## src/rtl/ascon_stream_collector_if.sv

```systemverilog
// ascon_stream_collector_if: serial capture inputs and word-drain handshake of the collector
interface ascon_stream_collector_if #(parameter int WORD = 32);
  logic start;
  logic ready_in;
  logic ct_bit;
  logic tag_bit;
  logic out_ready;
  logic [WORD-1:0] out_data;
  logic out_valid;
  logic out_kind;
  logic out_last;
  logic busy;
  logic overrun;
  modport master(
    output start, ready_in, ct_bit, tag_bit, out_ready,
    input out_data, out_valid, out_kind, out_last, busy, overrun
  );
  modport slave(
    input start, ready_in, ct_bit, tag_bit, out_ready,
    output out_data, out_valid, out_kind, out_last, busy, overrun
  );
endinterface

```

## src/rtl/ascon_stream_collector.sv

```systemverilog
// ascon_stream_collector: deserialises Ascon ciphertext/tag bit streams into WORD-bit handshaked words
module ascon_stream_collector #(
  parameter int CT_BITS  = 64,
  parameter int TAG_BITS = 128,
  parameter int WORD     = 32
) (
  input logic clk,
  input logic rst,
  ascon_stream_collector_if.slave bus
);
  localparam int CT_W = CT_BITS / WORD;
  localparam int NW   = (CT_BITS + TAG_BITS) / WORD;
  localparam int CW   = $clog2(TAG_BITS + 1);
  localparam int IW   = $clog2(NW + 1);
  typedef enum logic [1:0] {IDLE, ARMED, CAPTURE, DRAIN} state_t;
  state_t r_state, w_next;
  logic [CW-1:0] r_cnt;
  logic [IW-1:0] r_widx;
  logic [CT_BITS-1:0] r_ct_sr, w_ct_sh;
  logic [TAG_BITS-1:0] r_tag_sr, w_tag_sh;
  logic r_overrun, w_drain, w_accept, w_final, w_shift, w_kind;
  assign w_drain  = r_state == DRAIN;
  assign w_accept = w_drain && bus.out_ready;
  assign w_final  = w_accept && r_widx == IW'(NW - 1);
  assign w_shift  = (r_state == ARMED && bus.ready_in) || r_state == CAPTURE;
  assign w_kind   = w_drain && r_widx >= IW'(CT_W);
  // Word selection: shift the chosen word up to the MSB end, then take the top WORD bits
  assign w_ct_sh  = r_ct_sr << (WORD * r_widx);
  assign w_tag_sh = r_tag_sr << (WORD * (r_widx - IW'(CT_W)));
  assign bus.out_valid = w_drain;
  assign bus.out_kind  = w_kind;
  assign bus.out_last  = w_drain && r_widx == IW'(NW - 1);
  assign bus.out_data  = !w_drain ? '0 : w_kind ? w_tag_sh[TAG_BITS-1 -: WORD] : w_ct_sh[CT_BITS-1 -: WORD];
  assign bus.busy      = r_state != IDLE;
  assign bus.overrun   = r_overrun;
  always_comb begin
    w_next = r_state;
    case (r_state)
      IDLE:    w_next = bus.start ? ARMED : IDLE;
      ARMED:   w_next = bus.ready_in ? CAPTURE : ARMED;
      CAPTURE: w_next = r_cnt == CW'(TAG_BITS - 1) ? DRAIN : CAPTURE;
      DRAIN:   w_next = w_final ? IDLE : DRAIN;
      default: w_next = IDLE;
    endcase
  end
  always_ff @(posedge clk or posedge rst) begin
    if (rst) begin
      r_state   <= IDLE;
      r_cnt     <= '0;
      r_widx    <= '0;
      r_ct_sr   <= '0;
      r_tag_sr  <= '0;
      r_overrun <= 1'b0;
    end else begin
      r_state <= w_next;
      if (bus.start) r_overrun <= r_state != IDLE;
      if (r_state == IDLE && bus.start) r_cnt <= '0;
      if (w_shift) begin
        r_tag_sr <= {r_tag_sr[TAG_BITS-2:0], bus.tag_bit};
        r_cnt    <= r_cnt + 1'b1;
      end
      if (w_shift && r_cnt < CW'(CT_BITS)) r_ct_sr <= {r_ct_sr[CT_BITS-2:0], bus.ct_bit};
      if (w_accept) r_widx <= w_final ? '0 : r_widx + 1'b1;
    end
  end
endmodule

```

## src/flat_wrapper.sv

```systemverilog
// flat-port wrapper written by rule: the top's interface ports become plain ports
module ascon_stream_collector_flat 
#(
  parameter int CT_BITS  = 64,
  parameter int TAG_BITS = 128,
  parameter int WORD     = 32
)
  (clk, rst, bus_start, bus_ready_in, bus_ct_bit, bus_tag_bit, bus_out_ready, bus_out_data, bus_out_valid, bus_out_kind, bus_out_last, bus_busy, bus_overrun);
  ascon_stream_collector_if #(.WORD(WORD)) bus_i ();
  input logic clk;
  input logic rst;
  input wire logic [$bits(bus_i.start)-1:0] bus_start;
  input wire logic [$bits(bus_i.ready_in)-1:0] bus_ready_in;
  input wire logic [$bits(bus_i.ct_bit)-1:0] bus_ct_bit;
  input wire logic [$bits(bus_i.tag_bit)-1:0] bus_tag_bit;
  input wire logic [$bits(bus_i.out_ready)-1:0] bus_out_ready;
  output wire logic [$bits(bus_i.out_data)-1:0] bus_out_data;
  output wire logic [$bits(bus_i.out_valid)-1:0] bus_out_valid;
  output wire logic [$bits(bus_i.out_kind)-1:0] bus_out_kind;
  output wire logic [$bits(bus_i.out_last)-1:0] bus_out_last;
  output wire logic [$bits(bus_i.busy)-1:0] bus_busy;
  output wire logic [$bits(bus_i.overrun)-1:0] bus_overrun;
  assign bus_i.start = bus_start;
  assign bus_i.ready_in = bus_ready_in;
  assign bus_i.ct_bit = bus_ct_bit;
  assign bus_i.tag_bit = bus_tag_bit;
  assign bus_i.out_ready = bus_out_ready;
  assign bus_out_data = bus_i.out_data;
  assign bus_out_valid = bus_i.out_valid;
  assign bus_out_kind = bus_i.out_kind;
  assign bus_out_last = bus_i.out_last;
  assign bus_busy = bus_i.busy;
  assign bus_overrun = bus_i.overrun;
  ascon_stream_collector #(.CT_BITS(CT_BITS), .TAG_BITS(TAG_BITS), .WORD(WORD)) u_core (.clk(clk), .rst(rst), .bus(bus_i));
endmodule
```

## config.mk

```make
export PLATFORM = sky130hd
export DESIGN_NAME = ascon_stream_collector_flat
export DESIGN_NICKNAME = d
export VERILOG_FILES = /design/src/rtl/ascon_stream_collector_if.sv /design/src/rtl/ascon_stream_collector.sv /design/src/flat_wrapper.sv
export SDC_FILE = /design/constraint.sdc
export NUM_CORES = 1
export LEC_CHECK = 0
export CORE_ASPECT_RATIO = 0.8
export CORE_MARGIN = 2
export CORE_UTILIZATION = 25
export DETAILED_ROUTE_END_ITERATION = 6
export GPL_TIMING_DRIVEN = 0
export PLACE_DENSITY_LB_ADDON = 0.12
export SLEW_MARGIN = 20
export SYNTH_ARGS = -nofsm -noshare
export SYNTH_HDL_FRONTEND = slang
export SYNTH_SLANG_ARGS = --single-unit
```

## constraint.sdc

```tcl
create_clock -name clk -period 6.5 [get_ports clk]
set_clock_uncertainty 0.15 [all_clocks]
set_input_delay 1.3 -clock clk [delete_from_list [all_inputs] [get_ports clk]]
set_output_delay 1.3 -clock clk [all_outputs]
set_load 0.01 [all_outputs]
```

==> flow_metrics.tcl <==
set metrics [dict create \
    status "finished clean" \
    crit_fanout 10 \
    pin_count 44 \
    dpl_cell_area_sq_um 10600 \
    num_vias 5592 \
    grt_pass1_vias 5978 \
    hold_slack_ns 0.326 \
    cts_tree "built" \
    drtAntennaViolNets 0 \
    fin_setup_tns_ns 0 \
    wirelength_um 22100 \
    synth-edff-count 0 \
    nets 739 \
    maxSlewHeadroom_pct 46.9 \
    cts_sinks 206 \
    hold_path_class "flop to flop" \
    regToRegStartpoint "u_core.r_widx[0]" \
    crit_family "buffers and inverters" \
    yosys-top-cells-area "dfrtp_1 (55%), mux2_2 (20%), mux4_2 (7.6%)" \
    pre_cts_ws_ns 1.50 \
    r2r_slack_ns 4.06 \
    drt_iter0_drc 283 \
    cp.arrival_ns 3.98 \
    setup_ws_ns 1.07 \
    clock_path_buffers 3 \
    synthDistinctLibCells 38 \
    p_leak_nw 5.23 \
    core-area_sq_um 37100 \
    max_stage_delay_ns 0.64 \
    setup_violations 0 \
    cts_hold_buffers 0 \
    p_total_mw 4.58 \
    post_cts_resized 0 \
    ys_seq_area_share_pct 54.6 \
    irDropWorstVdd_mv 0.167 \
    fin_util_pct 30.7 \
    placementRows 63 \
    ys_ff_latch 206 \
    synthCells 651 \
    syn_nets 663 \
    dp_cells 1188 \
    path_cells "buf_2 -> buf_1 -> inv_1 -> ha_1 -> nor2_1 -> nand4b_1 -> buf_2 -> o22ai_1 -> clkdlybuf4s50_1" \
    final.min_clock_period_ns 5.43 \
    rsz0062_at_grt "false" \
    cp.depth 9 \
    syn-cell-area_sq_um 9450 \
    grt_overflow 0 \
    finalHoldViolations 0 \
    clk_latency_ns 0.51 \
    path_class "flop to output pin" \
    post_synth.cell_area_avg_sq_um 14.5 \
    cpMaxStageDelayCell "buf_1" \
    numPortBuffers 43 \
    htreeDepth 1 \
    dieArea_sq_um 39400 \
    numCtsBuffers 24 \
    cp-endpoint "bus_out_data[4]" \
    synth_top_area_share_pct 54.6 \
    synth_most_common_cell "dfrtp_1" \
    drv_cap 0 \
    vias_per_cell 4.54 \
    grtUsageTotal_pct 11.5 \
    dp_hpwl_um 15600 \
    antenna_cells 0 \
    post_cts_buffers 0 \
    layout-drive-gt1-share_pct 37.6 \
    async_flop_share_pct 100 \
    power_density_nw_per_um2 402 \
    required_ns 5.05 \
    die_w_um 221 \
    dr.pass1.iters 5 \
    end_kind "output pin" \
    crit_top_cell "buf_2" \
    r2r_end "u_core.r_widx[1]" \
    worst_pin_slew_ns 0.796 \
    setup.worst_path.start_class "flop" \
    synth_common_cells "dfrtp_1 (206), mux2_2 (170), inv_1 (43)" \
    crit_buf_inv 5 \
    layoutNonFillerInstCount 1231 \
    synth_area_leader_cell "dfrtp_1" \
    slew_violations 0 \
    grt_pass1_wl_um 35800 \
    antenna_found_initial 0 \
    start_util_pct 25.5 \
    die_y_um 178 \
    wl_per_cell_um 17.9 \
    yosysWarningCount 0 \
    syn_to_final_growth_pct 20.7 \
    startpoint "u_core.r_widx[0]" \
    drc_errors 0 \
    place_congestion 0.727 \
    cts_root_buf "clkbuf_16" \
    period_share_pct 83.6 \
    reg2reg_depth 6 \
    path_clk_slew_ns 0.06 \
    grt_max_degree 34 \
    synth-main-ff-cell "dfrtp_1" \
    final_area_sq_um 11400 \
    fmax_mhz 184 \
]
[area by class of cell]
cell class              instances  area (sq um)
fillers                      3699         25700
well taps                     487           609
clock inverters                 6          55.1
inverters                      43           165
clock buffers                  37           721
plain buffers                  42           244
flip-flops and latches        206          5150
repair buffers                 50           571
multi-input cells             360          3890
[logic make-up after synthesis]
| logic type | count (synthesis) | share of synthesized area, % |
|---|---|---|
| and+or+nand+nor | 31 | 1.89 |
| buffers and inverters | 85 | 4.29 |
| adders and majority gates | 5 | 0.662 |
| muxes | 258 | 34.1 |
| DFF | 206 | 54.6 |
| AOI/OAI and AO/OA | 66 | 4.49 |
[flip-flops by register name, summed over array words and instances (netlist names)]
name and count:
u_core.r_ct_sr 64, u_core.r_tag_sr 128, u_core.bus.overrun 1, u_core.r_cnt 8, u_core.r_state 2, u_core.r_widx 3
[how the worst min path moves through the flow]
stage                                     from              endpoint  cells past startpoint  slack, ns
final                       u_core.bus.overrun    u_core.bus.overrun                      1       0.33
after global placement      u_core.bus.overrun    u_core.bus.overrun                      1       0.31
after detailed placement    u_core.bus.overrun    u_core.bus.overrun                      1       0.32
after global routing      u_core.r_tag_sr[127]  u_core.r_tag_sr[127]                      1       0.36
after CTS                   u_core.bus.overrun    u_core.bus.overrun                      1       0.33
after floorplan           u_core.r_tag_sr[127]  u_core.r_tag_sr[127]                      1       0.31
[routing by layer]
| layer | routed length (um) | up-vias | track usage, % | part of all wire (%) |
|---|---|---|---|---|
| li1 | - | 2540 | - | - |
| met1 | 11200 | 2962 | 16.8 | 51 |
| met2 | 9900 | 65 | 17.9 | 45 |
| met3 | 653 | 25 | 1.90 | 3.0 |
| met4 | 350 | 0 | 2.49 | 1.6 |
| met5 | 0 | - | 0 | 0 |
[where the power goes]
part           switching, mW  internal, mW
clock                  0.527         0.799
combinational          0.882         0.778
sequential             0.142          1.45
total                   1.55          3.03
[cell usage in the layout (no fill, tap or decap), types with 2 or more instances in the layout]
cell type / instances
ha_1: 5
a22oi_1: 4
and3_1: 3
buf_12: 7
clkbuf_16: 25
clkinv_2: 5
nand3_1: 2
buf_2: 12
o2111ai_1: 2
nor2_1: 6
a21oi_1: 7
buf_4: 19
nor3b_1: 2
clkbuf_8: 5
inv_1: 42
mux2i_1: 34
dfrtp_1: 206
mux2_1: 22
nand4b_1: 2
clkdlybuf4s50_1: 43
mux4_2: 32
o21ai_0: 10
a21o_1: 2
buf_1: 2
o21bai_1: 3
mux2_2: 170
o22ai_1: 33
nand2_1: 7
clkbuf_1: 16
No activity file was read; power rests on OpenSTA's default activity.
